### config.mk
export PLATFORM = sky130hd
export DESIGN_NAME = uart_tx_arbiter
export DESIGN_NICKNAME = d
export VERILOG_FILES = /design/src/rtl/uart_tx_arbiter.sv
export SDC_FILE = /design/constraint.sdc
export NUM_CORES = 1
export LEC_CHECK = 0
export CORE_ASPECT_RATIO = 2
export CORE_UTILIZATION = 49
export DETAILED_ROUTE_END_ITERATION = 10
export PLACE_DENSITY = 0.87
export SLEW_MARGIN = 15
export SYNTH_ARGS = -nofsm -noshare
export SYNTH_HDL_FRONTEND = slang
export SYNTH_SLANG_ARGS = --single-unit
### constraint.sdc
create_clock -name clock -period 1.75 [get_ports clock]
set_input_delay 0.35 -clock clock [delete_from_list [all_inputs] [get_ports clock]]
set_output_delay 0.35 -clock clock [all_outputs]
set_load 0.05 [all_outputs]
### src/rtl/uart_tx_arbiter.sv
`default_nettype none
// ============================================================================
// Module   : uart_tx_arbiter
// Purpose  : Shares one uart_tx between NUM_REQ byte producers. Each producer
//            owns a one-byte holding register; a round-robin scheduler issues
//            held bytes one at a time and waits for each transmission to end.
// Options  : UART_ARB_PACKET_LOCK_EN - keep the grant on one requester until
//            it issues a byte flagged as end-of-packet.
// Revision : 1.0 - initial release
// ============================================================================
module uart_tx_arbiter #(
  parameter int NUM_REQ = 4,
  parameter int GW      = $clog2(NUM_REQ)
) (
  input  logic                 clock,
  input  logic                 reset_n,
  input  logic [NUM_REQ-1:0]   req_write_i,
  input  logic [8*NUM_REQ-1:0] req_data_i,
  input  logic [NUM_REQ-1:0]   req_last_i,
  output logic [NUM_REQ-1:0]   req_busy_o,
  output logic [NUM_REQ-1:0]   overrun_o,
  output logic [NUM_REQ-1:0]   grant_o,
  output logic                 tx_write_o,
  output logic [7:0]           tx_data_o,
  input  logic                 tx_busy_i
);

  typedef enum logic [1:0] {
    IDLE      = 2'd0,
    ISSUE     = 2'd1,
    SETTLE    = 2'd2,
    WAIT_DONE = 2'd3
  } state_t;

  state_t             state;
  state_t             state_next;
  logic [NUM_REQ-1:0] pending;
  logic [NUM_REQ-1:0] overrun;
  logic [NUM_REQ-1:0] grant;
  logic [7:0]         hold_data [NUM_REQ];
  logic [7:0]         tx_data;
  logic [GW-1:0]      last;
  logic [GW-1:0]      winner;
  logic [GW-1:0]      pick;
  logic               found;
  logic               do_load;
  logic               do_issue;
  logic               do_done;
  logic [GW:0]        rr_sum;
  logic [GW-1:0]      rr_idx;

`ifdef UART_ARB_PACKET_LOCK_EN
  logic [NUM_REQ-1:0] hold_last;
  logic               lock;
`else
  // End-of-packet flags have no meaning without packet locking.
  logic               unused_last;
  assign unused_last = ^req_last_i;
`endif

  assign req_busy_o = pending;
  assign overrun_o  = overrun;
  assign grant_o    = grant;
  assign tx_data_o  = tx_data;
  assign tx_write_o = (state == ISSUE);

  // Holding registers: accept into an empty slot, flag overrun on a full one,
  // release the slot when its byte is issued.
  always_ff @(posedge clock) begin
    if (!reset_n) begin
      pending <= '0;
      overrun <= '0;
      for (int k = 0; k < NUM_REQ; k++) hold_data[k] <= 8'h00;
`ifdef UART_ARB_PACKET_LOCK_EN
      hold_last <= '0;
`endif
    end else begin
      for (int k = 0; k < NUM_REQ; k++) begin
        if (req_write_i[k]) begin
          if (pending[k]) begin
            overrun[k] <= 1'b1;
          end else begin
            hold_data[k] <= req_data_i[8*k +: 8];
            pending[k]   <= 1'b1;
`ifdef UART_ARB_PACKET_LOCK_EN
            hold_last[k] <= req_last_i[k];
`endif
          end
        end
        // An issued slot is always full, so this never races an accept.
        if (do_issue && (winner == GW'(k))) pending[k] <= 1'b0;
      end
    end
  end

  // Round-robin search starting one past the last issued requester.
  always_comb begin
    found  = 1'b0;
    pick   = last;
    rr_sum = '0;
    rr_idx = '0;
    for (int i = 1; i <= NUM_REQ; i++) begin
      rr_sum = {1'b0, last} + (GW+1)'(i);
      if (rr_sum >= (GW+1)'(NUM_REQ)) rr_sum = rr_sum - (GW+1)'(NUM_REQ);
      rr_idx = rr_sum[GW-1:0];
      if (!found && pending[rr_idx]) begin
        found = 1'b1;
        pick  = rr_idx;
      end
    end
`ifdef UART_ARB_PACKET_LOCK_EN
    // While a packet is open only its owner may be issued.
    if (lock) begin
      found = pending[last];
      pick  = last;
    end
`endif
  end

  // State register.
  always_ff @(posedge clock) begin
    if (!reset_n) state <= IDLE;
    else          state <= state_next;
  end

  // Next-state logic and datapath strobes.
  always_comb begin
    state_next = state;
    do_load    = 1'b0;
    do_issue   = 1'b0;
    do_done    = 1'b0;
    case (state)
      IDLE: begin
        if (!tx_busy_i && found) begin
          do_load    = 1'b1;
          state_next = ISSUE;
        end
      end
      ISSUE: begin
        do_issue   = 1'b1;
        state_next = SETTLE;
      end
      // uart_tx busy may still be low here, so it is not looked at.
      SETTLE: state_next = WAIT_DONE;
      WAIT_DONE: begin
        if (!tx_busy_i) begin
          do_done    = 1'b1;
          state_next = IDLE;
        end
      end
      default: state_next = IDLE;
    endcase
  end

  // Transmit byte, grant and rotation pointer.
  always_ff @(posedge clock) begin
    if (!reset_n) begin
      tx_data <= 8'h00;
      grant   <= '0;
      winner  <= '0;
      last    <= GW'(NUM_REQ - 1);
`ifdef UART_ARB_PACKET_LOCK_EN
      lock    <= 1'b0;
`endif
    end else begin
      if (do_load) begin
        tx_data <= hold_data[pick];
        grant   <= NUM_REQ'(1) << pick;
        winner  <= pick;
      end
      if (do_issue) begin
        last <= winner;
`ifdef UART_ARB_PACKET_LOCK_EN
        lock <= !hold_last[winner];
`endif
      end
      if (do_done) grant <= '0;
    end
  end

endmodule
`default_nettype wire

## Yosys cells after proc, flatten, opt, wreduce, memory -nomap -nowiden

Memories as Yosys holds them, arrays and structs flattened. A register that Yosys moved wholly into a read port is not among the register bits.
Cells that the tools add are included.

| operators by class | value |
|---|---|
| add/subtract/negate cells | 8 |
| magnitude comparators | 8 |
| eq/ne operators | 8 |
| shift operators | 1 |
| muxes and demuxes | 49 |
| bitwise logic cells | 5 |
| reduce and logical (&&, ||, !) cells | 25 |

Operators by type and width:

| cell | count |
|---|---|
| 2-to-1 mux 8 bit | 4 |
| 2-to-1 mux 1 bit | 30 |
| 2-to-1 mux 2 bit | 10 |
| greater-or-equal comparator 3 bit, second input constant | 4 |
| less-than comparator 2 x 3 -> 1 bit, second input constant | 4 |
| AND reduction 2 bit | 5 |
| OR reduction 2 bit | 5 |
| binary-select mux 1 bit (select 2 bit) | 4 |
| equality test 2 bit, second input constant | 4 |
| logical AND 1 bit | 8 |
| one-hot mux 2 bit (4 select lines) | 1 |
| subtractor 2 x 1 -> 2 bit, second input constant | 4 |
| adder 2 x 2 -> 3 bit, second input constant | 2 |
| zero test 1 bit | 5 |
| equality test 2 x 1 -> 1 bit, second input constant | 2 |
| zero test 2 bit | 2 |
| != test 2 bit, second input constant | 2 |
| bitwise OR 1 bit | 4 |
| << shifter 1 x 2 -> 4 bit, first input constant | 1 |
| adder 2 x 1 -> 3 bit, second input constant | 1 |
| adder 2 x 3 -> 3 bit, second input constant | 1 |
| inverter 1 bit | 1 |

| word-level totals | value |
|---|---|
| register bits after elaboration | 18 |
| bits in writable memories | 32 |
| bits of input ports | 43 |
| output and inout port bits | 21 |
| logic and storage cells | 117 |
| memories | 1 |

Memories:

| memory | depth | bits a word | read ports | clocked after Yosys merged registers in | write ports | RTL line | text |
|---|---|---|---|---|---|---|---|
| hold_data | 4 | 8 | 1 | 1 | 4 | 40 | `logic [7:0] hold_data [NUM_REQ];` |

## Logic depth before layout (Yosys ltp)

Gate-level depths: netlist of the first run.

| depth | value |
|---|---|
| word-level depth | 18 |
| depth in mapped cells | 7 |
| mapped depth without buffers | 5 |

## Worst setup path before layout of the first run

Ideal clock, no wire load.

| timing | value |
|---|---|
| kind | register to register |
| start | register pending[3] (netlist: req_busy_o[3]) |
| end | register tx_data[6] (netlist: tx_data_o[6]) (read register of hold_data) |
| setup time | 0.127 ns |
| arrival time | 1.732 ns |
| data required time | 1.623 ns |
| setup slack | -0.108 ns |
| stages on the path, launching flop included | 7 |
| buffers on the path | 2 |
| period minus slack after synthesis | 1.858 ns |
| path through | dfxtp_1 > buf_6 > o21ai_1 > a211oi_2 > buf_6 > mux2i_1 > o221ai_2 |

| between the ends | value |
|---|---|
| longest elaborated chain between the ends | 15 |
| elaborated cells between the ends (all ways) | 25 |
| those cells by class | mux (18); reduce/logical (7) |

Ends and longest elaborated chain:

| what | RTL line | text |
|---|---|---|
| start, declared | 37 | `logic [NUM_REQ-1:0] pending;` |
| start signal, assigned | 71 | `pending <= '0;` |
| start signal, assigned by index | 84 | `pending[k] <= 1'b1;` |
| start signal, assigned by index | 91 | `if (do_issue && (winner == GW'(k))) pending[k] <= 1'b0;` |
| binary-select mux 1 bit (select 2 bit) | 106 | `if (!found && pending[rr_idx]) begin` |
| 2-to-1 mux 1 bit (implied by the code) | 106 |  |
| 2-to-1 mux 1 bit | 106 |  |
| zero test 1 bit | 106 |  |
| logical AND 1 bit | 106 |  |
| 2-to-1 mux 1 bit | 106 |  |
| zero test 1 bit | 106 |  |
| logical AND 1 bit | 106 |  |
| 2-to-1 mux 1 bit | 106 |  |
| zero test 1 bit | 106 |  |
| logical AND 1 bit | 106 |  |
| 2-to-1 mux 1 bit | 106 |  |
| logical AND 1 bit | 134 | `if (!tx_busy_i && found) begin` |
| 2-to-1 mux 1 bit | 134 |  |
| 2-to-1 mux 1 bit | 132 | `case (state)` |
| end, declared | 41 | `logic [7:0] tx_data;` |

Several ways; a longest one is shown, not always the timed one. The select of a mux whose other input is x is not followed.
A chain may end at the register's enable or synchronous reset.

## Final worst setup path of the first run

| timing | value |
|---|---|
| start | register state[1] |
| end | output port tx_write_o |

| between the ends | value |
|---|---|
| longest elaborated chain between the ends | 1 |

Ends and longest elaborated chain:

| what | RTL line | text |
|---|---|---|
| start, declared | 35 | `state_t state;` |
| start signal, assigned | 123 | `else state <= state_next;` |
| equality test 2 x 1 -> 1 bit | 65 | `assign tx_write_o = (state == ISSUE);` |
| end, declared | 23 | `output logic tx_write_o,` |

No other way between the ends.

==> impl_metrics.env, run 1 <==
export IMPL_status="completed"
export IMPL_cp_max_fo=6
export IMPL_fin_crit_sh_pct=95.8
export IMPL_setup_viol=0
export IMPL_postLayoutCoreUtil_pct=70.6
export IMPL_initial_core_util_pct=51.5
export IMPL_overflow=0
export IMPL_synth_edff_count=32
export IMPL_switching_share_pct=34.6
export IMPL_totalWireLength_um=5610
export IMPL_drc=0
export IMPL_grt_pass1_vias=1926
export IMPL_drv_cap=0
export IMPL_clock_sinks=58
export IMPL_fmax_ghz=0.596
export IMPL_power_mw=4.88
export IMPL_numCtsBuffers=9
export IMPL_ios=64
export IMPL_antenna_found_initial=0
export IMPL_final_cell_mix="clkdlybuf4s50_1, buf_4, and2_1, edfxtp_1, dfxtp_1"
export IMPL_drv_slew=0
export IMPL_comb_power_share_pct=37.2
export IMPL_area_delta_synth_final_pct=36.9
export IMPL_ir_drop_v=0.00123
export IMPL_clkTransAtPathRegs_ns=0.07
export IMPL_finalHoldViolCount=0
export IMPL_cts_path_max_buffers=2
export IMPL_pwr_share_seq_pct=37.6
export IMPL_fin_setup_tns_ns=0
export IMPL_worst_pin_slew_ns=0.730
export IMPL_timing_rr_start="last[0]"
export IMPL_layout_nets=342
export IMPL_timing_hold_ws_ns=0.457
export IMPL_die_area_um2=5520
export IMPL_grt_max_degree=22
export IMPL_hp_class="register to register"
export IMPL_htreeDepth=3
export IMPL_grt_usage_pct=23.1
export IMPL_drive_above_1_share_pct=21.7
export IMPL_io_buffers=59
export IMPL_p_sw_mw=1.69
export IMPL_reg2reg_setup_slack_ns=0.09
export IMPL_drt_iter0_markers=57
export IMPL_place_congestion=0.838
export IMPL_die_h_um=104
export IMPL_crit_arrival_ns=1.33
export IMPL_vias_per_cell=5.41
export IMPL_seq_area_frac_synth_pct=58.0
export IMPL_synthArstFlopShare_pct=0
export IMPL_yosys_cell_types_count=35
export IMPL_skew_ns=0.0102
export IMPL_synth_area_per_cell_um2=11.8
export IMPL_p_int_mw=3.19
export IMPL_fin_crit_ns=1.68
export IMPL_hold_depth=2
export IMPL_syn_nets=263
export IMPL_slew_headroom_pct=51.2
export IMPL_syn_area_um2=2550
export IMPL_r2r_end="tx_data_o[2]"
export IMPL_antenna_cells=0
export IMPL_ys_ff_latch=58
export IMPL_cts_root_buf="clkbuf_8"
export IMPL_holdPathEnd="grant_o[2]"
export IMPL_dpl_hpwl_um=4190
export IMPL_die_width_um=53.0
export IMPL_powerDensity_nw_per_um2=1400
export IMPL_core_area_um2=4950
export IMPL_cts_tree="yes"
export IMPL_rows=36
export IMPL_synth_top_flop_cell="edfxtp_1"
export IMPL_wl_per_cell_um=15.7
export IMPL_grt_pass1_wl_um=8870
export IMPL_ys_warn_count=0
export IMPL_start_kind="register"
export IMPL_clock_latency_ns=0.34
export IMPL_reg2reg_depth=6
export IMPL_vias=1930
export IMPL_syn_inst=216
export IMPL_crit_path_end_kind="output port"
export IMPL_hold_start="grant_o[2]"
export IMPL_path_class="register to output port"
export IMPL_dr_pass1_iters=6
export IMPL_crit_path_start="state[1]"
export IMPL_power_leakage_nw=1.44
export IMPL_final_common_cell="clkdlybuf4s50_1"
export IMPL_clockPowerShare_pct=25.2
export IMPL_required_ns=1.40
export IMPL_drtAntennaViolNets=0
worst max-delay path by stage:
stage | cells after the start | slack (ns) | to
global placement | 4 | -0.14 | hold_data[2][3]
global route | 6 | -0.01 | tx_data_o[0]
floorplan | 6 | 0.009 | tx_data_o[6]
finish | 3 | 0.07 | tx_write_o
CTS | 5 | 0.05 | tx_data_o[5]
detailed placement | 4 | -0.20 | hold_data[3][7]
stage by stage:
stage,instance area [um^2],cells,worst slack (ns)
after floorplan,2560,216,0.00886
after global placement,3290,341,-0.140
after detailed placement,3290,341,-0.195
after CTS,3490,357,0.0523
after global routing,3500,357,-0.0122
final,3500,357,0.0734
state kept, by name (all words and copies together) (netlist names):
name        count
tx_data_o       8
grant_o         4
last            2
req_busy_o      4
overrun_o       4
hold_data      32
state           2
winner          2
power groups by stage:
stage / registers [mW] / logic, mW / clock network [mW]
floorplan: 2.10 / 0.949 / 0
global placement: 1.85 / 1.75 / 0
detailed placement: 1.86 / 1.80 / 0
CTS: 1.83 / 1.80 / 1.24
global route: 1.86 / 1.94 / 1.30
finish: 1.83 / 1.82 / 1.23
critical path, stage by stage, from the launching register on:
cell,delay (ns)
dfxtp_1,0.33
inv_1,0.10
ha_1,0.37
buf_12,0.19
layer usage:
| metal | wire [um] | GRT usage [%] |
|---|---|---|
| met5 | 0 | 0 |
| met4 | 240 | 14.7 |
| met3 | 189 | 5.99 |
| met2 | 3130 | 40.1 |
| met1 | 2050 | 22.5 |
final cells by class:
cell class              count  area (um^2)
repair buffers             77          723
well taps                  57         71.3
clock inverters             3         38.8
multi-input cells         138          980
fillers                   377         1460
inverters                  11         41.3
flip-flops and latches     58         1480
clock buffers              13          159
what timing repair did:
item / 4_1_cts / 5_1_grt
hold buffers: 0 / 0
gates resized for setup: 0 / 2
endpoints found under the setup margin: 0 / 2
setup buffers: 0 / 0
Yosys cell counts, drive strengths merged, types with 4 or more instances:
cell type	number	share of area, %
nand2b	4	0.98
edfxtp	32	38
nand2	11	1.6
dfxtp	26	20
o221ai	8	3.0
a21oi	9	1.8
mux2i	18	7.1
and2	33	8.1
buf	6	2.2
inv	11	1.6
ha	4	2.0
nand3	14	3.1
nor2b	4	0.98
o21ai	10	2.0
kinds of logic after synthesis:
group	share of synthesized area [%]
flops	58.0
fa+ha+maj	1.96
simple gates	18.0
buf+inv	4.21
mux	7.06
compound gates	10.7
No activity file was read; power rests on OpenSTA's default activity.
==> inputs of run 2 (changes only) <==
- CTS_BUF_LIST: default -> sky130_fd_sc_hd__clkbuf_16
- GPL_TIMING_DRIVEN: default -> 0
- SKIP_LAST_GASP: default -> 1
==> run 2 against run 1 <==
  * The run now ends with negative setup slack left
  * Fmax is 8.2% lower
  * Total power is 8.2% higher
  * Clock power is 19% higher
  * Register-to-register slack worse by 0.10 ns
  * Die area stayed put
  * Critical path type unchanged
  * Largest power group is now combinational logic
==> impl_metrics.env, run 2 (synthesis gave the netlist of run 1 again) <==
export IMPL_drt_iter0_markers=45
export IMPL_grt_usage_pct=24.6
export IMPL_setup_viol=20
export IMPL_wl_met3_um=199
export IMPL_holdBufCountCts=0
export IMPL_overflow=0
export IMPL_worst_path_buf_inv=2
export IMPL_dpl_hpwl_um=4200
export IMPL_crit_path_start="state[1]"
export IMPL_powerDensity_nw_per_um2=1450
export IMPL_finalInstanceArea_um2=3640
export IMPL_timing_rr_start="req_busy_o[1]"
export IMPL_comb_power_share_pct=37.5
export IMPL_required_ns=1.40
export IMPL_antenna_cells=0
export IMPL_fmax_ghz=0.547
export IMPL_drv_cap=0
export IMPL_die_area_um2=5520
export IMPL_rsz0062_at_grt="true"
export IMPL_pwr_share_seq_pct=34.8
export IMPL_die_h_um=104
export IMPL_grt_max_degree=11
export IMPL_drive_above_1_share_pct=18.7
export IMPL_cp_max_fo=6
export IMPL_layout_nets=342
export IMPL_wl_per_cell_um=17.5
export IMPL_power_leakage_nw=1.52
export IMPL_setup_slack_ns=-0.0765
export IMPL_hp_class="register to register"
export IMPL_dp_cells=332
export IMPL_cts_path_max_buffers=2
export IMPL_finalHoldViolCount=0
export IMPL_critPathTopFamily="buffers and inverters"
export IMPL_placed_area_um2=3220
export IMPL_drv_slew=0
export IMPL_skew_ns=0.00713
export IMPL_vias=1982
export IMPL_dr_pass1_iters=4
export IMPL_vias_per_cell=5.55
export IMPL_die_width_um=53.0
export IMPL_cts_root_buf="clkbuf_16"
export IMPL_htreeDepth=3
export IMPL_io_buffers=59
export IMPL_cts_tree="yes"
export IMPL_p_sw_mw=1.86
export IMPL_top_layer_used="met4"
export IMPL_area_delta_synth_final_pct=42.7
export IMPL_slowest_stage="clkdlybuf4s18_2"
export IMPL_final_common_cell="clkdlybuf4s50_1"
export IMPL_worst_pin_slew_ns=0.597
export IMPL_path_class="register to output port"
export IMPL_fin_crit_ns=1.83
export IMPL_crit_path_end_kind="output port"
export IMPL_fin_setup_tns_ns=-0.344
export IMPL_clock_sinks=58
export IMPL_switching_share_pct=35.2
export IMPL_clock_latency_ns=0.33
export IMPL_rows=36
export IMPL_start_kind="register"
export IMPL_final_cell_mix="clkdlybuf4s50_1, and2_1, edfxtp_1, dfxtp_1, dlygate4sd2_1"
export IMPL_core_area_um2=4950
export IMPL_numCtsBuffers=9
export IMPL_hold_start="grant_o[1]"
export IMPL_postLayoutCoreUtil_pct=73.5
export IMPL_ios=64
export IMPL_totalWireLength_um=6260
export IMPL_grt_pass1_vias=1942
export IMPL_drtAntennaViolNets=0
export IMPL_wl_met2_um=3600
export IMPL_largest_reg_flops=32
export IMPL_drc=0
export IMPL_cp_slowest_stage_delay_ns=0.41
export IMPL_largest_register="hold_data"
export IMPL_initial_core_util_pct=51.5
export IMPL_ir_drop_v=0.00105
export IMPL_clockPowerShare_pct=27.7
export IMPL_slew_headroom_pct=60.1
export IMPL_drt_met1_wl_um=2200
export IMPL_clkTransAtPathRegs_ns=0.05
export IMPL_crit_chain="inv_1, ha_1, clkdlybuf4s18_2"
export IMPL_failed_checks="negative setup slack"
export IMPL_grt_pass1_wl_um=9450
export IMPL_antenna_found_initial=0
export IMPL_crit_arrival_ns=1.48
export IMPL_status="finished, violations left"
export IMPL_p_int_mw=3.42
export IMPL_final_cell_count_no_fill=357
export IMPL_place_congestion=0.834
export IMPL_fin_crit_sh_pct=104
[run 2: path summary, 6_finish.rpt]
check	cells past startpoint	to	slack [ns]
worst max register to register	6	tx_data_o[5]	-0.01
worst max-delay path	3	tx_write_o	-0.08
worst min-delay path	2	grant_o[1]	0.45
worst min register to register	2	grant_o[1]	0.45
[run 2: final cells by class]
class	instances	area [um^2]
clock buffer	9	225
buffer	9	71.3
multi-input combinational	138	1080
clock inverter	7	27.5
inverter	11	41.3
fill	349	1310
timing repair buffer	68	633
tap	57	71.3
sequential	58	1490
[run 2: power groups by stage]
| stage | clock network [mW] | registers, mW | logic (mW) |
|---|---|---|---|
| floorplan | 0 | 2.10 | 0.949 |
| global placement | 0 | 1.84 | 1.70 |
| detailed placement | 0 | 1.85 | 1.74 |
| CTS | 1.47 | 1.83 | 1.73 |
| global route | 1.55 | 1.86 | 2.10 |
| finish | 1.46 | 1.84 | 1.98 |
[run 2: worst min-delay path, stage by stage, from the launching register on]
cell and delay (ns):
dfxtp_1 0.30, nand2_1 0.05, a21oi_1 0.05
[run 2: layer usage]
metal  vias up  global-route usage [%]
met1       957                    25.8
met5         -                       0
met3        21                    4.82
met4         0                    12.8
met2        64                    43.4
li1        940                       -
[run 2: per-stage QoR]
stage | hold slack (ns) | setup slack (ns) | power (mW)
5_1_grt | 0.484 | -0.154 | 5.51
4_1_cts | 0.452 | -0.0994 | 5.03
3_3_place_gp | 0.443 | -0.883 | 3.54
2_1_floorplan | 0.459 | 0.00886 | 3.05
3_5_place_dp | 0.448 | -0.825 | 3.59
6_report | 0.452 | -0.0765 | 5.28
[run 2: repair_timing]
action                                  4_1_cts  5_1_grt
pin swaps                                     1        7
endpoints found under the setup margin       68       19
gates resized for setup                      34       22
setup buffers                                 1        7
endpoints found under the hold margin         0        0
gates cloned                                  0        1
==> inputs of run 3 (changes only) <==
- CELL_PAD_IN_SITES_DETAIL_PLACEMENT: default -> 0
- CELL_PAD_IN_SITES_GLOBAL_PLACEMENT: default -> 1
- CORE_UTILIZATION: 49 -> 38
- HOLD_SLACK_MARGIN: default -> 0.15
- PLACE_DENSITY: 0.87 -> 0.82
==> run 3 against run 2 <==
  * The run now ends clean
  * Clock power rose by 11%
  * Setup slack improved by 0.13 ns
  * Clock skew hardly changed
  * Critical endpoint is now tx_data_o[4]
==> impl_metrics.env, run 3 (synthesis gave the netlist of run 1 again) <==
export IMPL_status="completed"
export IMPL_timing_rr_start="req_busy_o[1]"
export IMPL_largest_register="hold_data"
export IMPL_timing_hold_ws_ns=0.442
export IMPL_area_delta_synth_final_pct=42.1
export IMPL_numCtsBuffers=9
export IMPL_r2r_end="tx_data_o[4]"
export IMPL_reg2reg_depth=7
export IMPL_ios=64
export IMPL_drv_slew=0
export IMPL_vias_per_cell=5.05
export IMPL_fin_crit_sh_pct=96.9
export IMPL_slew_headroom_pct=66.4
export IMPL_final_common_cell="clkdlybuf4s50_1"
export IMPL_final_cell_mix="clkdlybuf4s50_1, and2_1, edfxtp_1, dfxtp_1, dlygate4sd2_1"
export IMPL_grt_max_degree=11
export IMPL_path_class="register to register"
export IMPL_ir_drop_v=0.000520
export IMPL_start_kind="register"
export IMPL_cts_tree="yes"
export IMPL_worst_pin_slew_ns=0.498
export IMPL_clock_sinks=58
export IMPL_finalInstanceArea_um2=3630
export IMPL_finalHoldViolCount=0
export IMPL_dpl_hpwl_um=4430
export IMPL_drv_cap=0
export IMPL_io_buffers=59
export IMPL_hold_start="grant_o[0]"
export IMPL_rsz0062_at_grt="true"
export IMPL_cp_max_fo=8
export IMPL_rows=41
export IMPL_cts_path_max_buffers=2
export IMPL_fmax_ghz=0.589
export IMPL_crit_arrival_ns=1.89
export IMPL_htreeDepth=3
export IMPL_initial_core_util_pct=39.8
export IMPL_vias=1915
export IMPL_drtAntennaViolNets=0
export IMPL_required_ns=1.94
export IMPL_final_cell_count_no_fill=379
export IMPL_fin_crit_ns=1.70
export IMPL_n_fill_cell=567
export IMPL_hp_class="register to register"
export IMPL_clock_latency_ns=0.33
export IMPL_skew_ns=0.00666
export IMPL_holdPathEnd="grant_o[0]"
export IMPL_dp_cells=361
export IMPL_die_area_um2=7070
export IMPL_die_width_um=60.0
export IMPL_wl_per_cell_um=16.1
export IMPL_powerDensity_nw_per_um2=1470
export IMPL_drc=0
export IMPL_cts_root_buf="clkbuf_16"
export IMPL_antenna_found_initial=0
export IMPL_reg2reg_setup_slack_ns=0.05
export IMPL_clkTransAtPathRegs_ns=0.05
export IMPL_place_congestion=0.815
export IMPL_power_leakage_nw=1.48
export IMPL_setup_viol=0
export IMPL_drt_iter0_markers=93
export IMPL_holdBufCountCts=0
export IMPL_hold_depth=2
export IMPL_antenna_cells=0
export IMPL_grt_pass1_vias=1901
export IMPL_dr_pass1_iters=4
export IMPL_crit_path_end_kind="register"
export IMPL_core_area_um2=6410
export IMPL_grt_usage_pct=19.7
export IMPL_drive_above_1_share_pct=16.7
export IMPL_largest_reg_flops=32
export IMPL_die_h_um=118
export IMPL_layout_nets=335
export IMPL_totalWireLength_um=6100
export IMPL_placed_area_um2=3250
export IMPL_postLayoutCoreUtil_pct=56.6
export IMPL_grt_pass1_wl_um=9730
export IMPL_overflow=0
export IMPL_multiInputGateArea_um2=1060
export IMPL_seq_area_um2=1490
-- run 3: cell types whose count changed in the layout (fill, tap and decap cells not counted), sizes merged --
cell,before,now
buf,14,9
bufinv,0,1
clkbuf,13,12
clkdlybuf4s15,0,2
clkdlybuf4s18,1,0
clkinv,1,4
dlygate4sd2,20,18
inv,17,13
-- run 3: final cells by class --
class	instances	share of cell area [%]
well taps	86	2.97
multi-input cells	138	29.2
clock inverters	7	1.48
plain buffers	9	2.10
clock buffers	9	6.21
repair buffers	61	16.0
flip-flops and latches	58	41.0
inverters	11	1.14
-- run 3: how the worst max path moves through the flow --
stage                     slack, ns          start              end  cells after the start
after floorplan               0.009  req_busy_o[0]     tx_data_o[6]                      6
after global placement        -1.08        reset_n  hold_data[2][7]                      4
after detailed placement      -0.94        reset_n  hold_data[1][0]                      4
after CTS                    0.0005  req_busy_o[1]     tx_data_o[3]                      6
after global routing          -0.02  req_busy_o[1]     tx_data_o[5]                      7
final                          0.05  req_busy_o[1]     tx_data_o[4]                      7
-- run 3: metal layers --
| metal | vias to the layer above | GRT usage (%) | wire (um) |
|---|---|---|---|
| met2 | 64 | 34.8 | 3610 |
| met4 | 0 | 11.2 | 198 |
| met5 | - | 0 | 0 |
| met3 | 15 | 5.16 | 249 |
| li1 | 924 | - | - |
| met1 | 912 | 19.5 | 2040 |
-- run 3: power breakdown --
part | internal, mW | total [mW] | switching (mW)
Clock | 1.07 | 1.62 | 0.547
Combinational | 0.807 | 1.90 | 1.09
Sequential | 1.67 | 1.83 | 0.164
Total | 3.55 | 5.35 | 1.80
-- run 3: what timing repair did --
| action | in CTS | in global routing |
|---|---|---|
| gates resized for setup | 43 | 13 |
| setup buffers | 1 | 1 |
| pin swaps | 1 | 1 |
| setup endpoints to repair | 69 | 36 |
| cloned | 0 | 0 |
-- run 3: worst max-delay path: stages (launching register included) --
cell and delay [ns]:
dfxtp_2 0.37, o21ai_1 0.14, o21ai_1 0.09, a211oi_2 0.21
buf_4 0.16, buf_8 0.17, mux2i_4 0.27, o221ai_1 0.15
-- run 3: stage by stage --
step	total power, mW	setup TNS [ns]	setup slack, ns
2_1_floorplan	3.05	0	0.00886
3_3_place_gp	3.57	-42.85	-1.08
3_5_place_dp	3.60	-39.39	-0.944
4_1_cts	5.25	0	0.000515
5_1_grt	5.60	-0.0746	-0.0187
6_report	5.35	0	0.0534
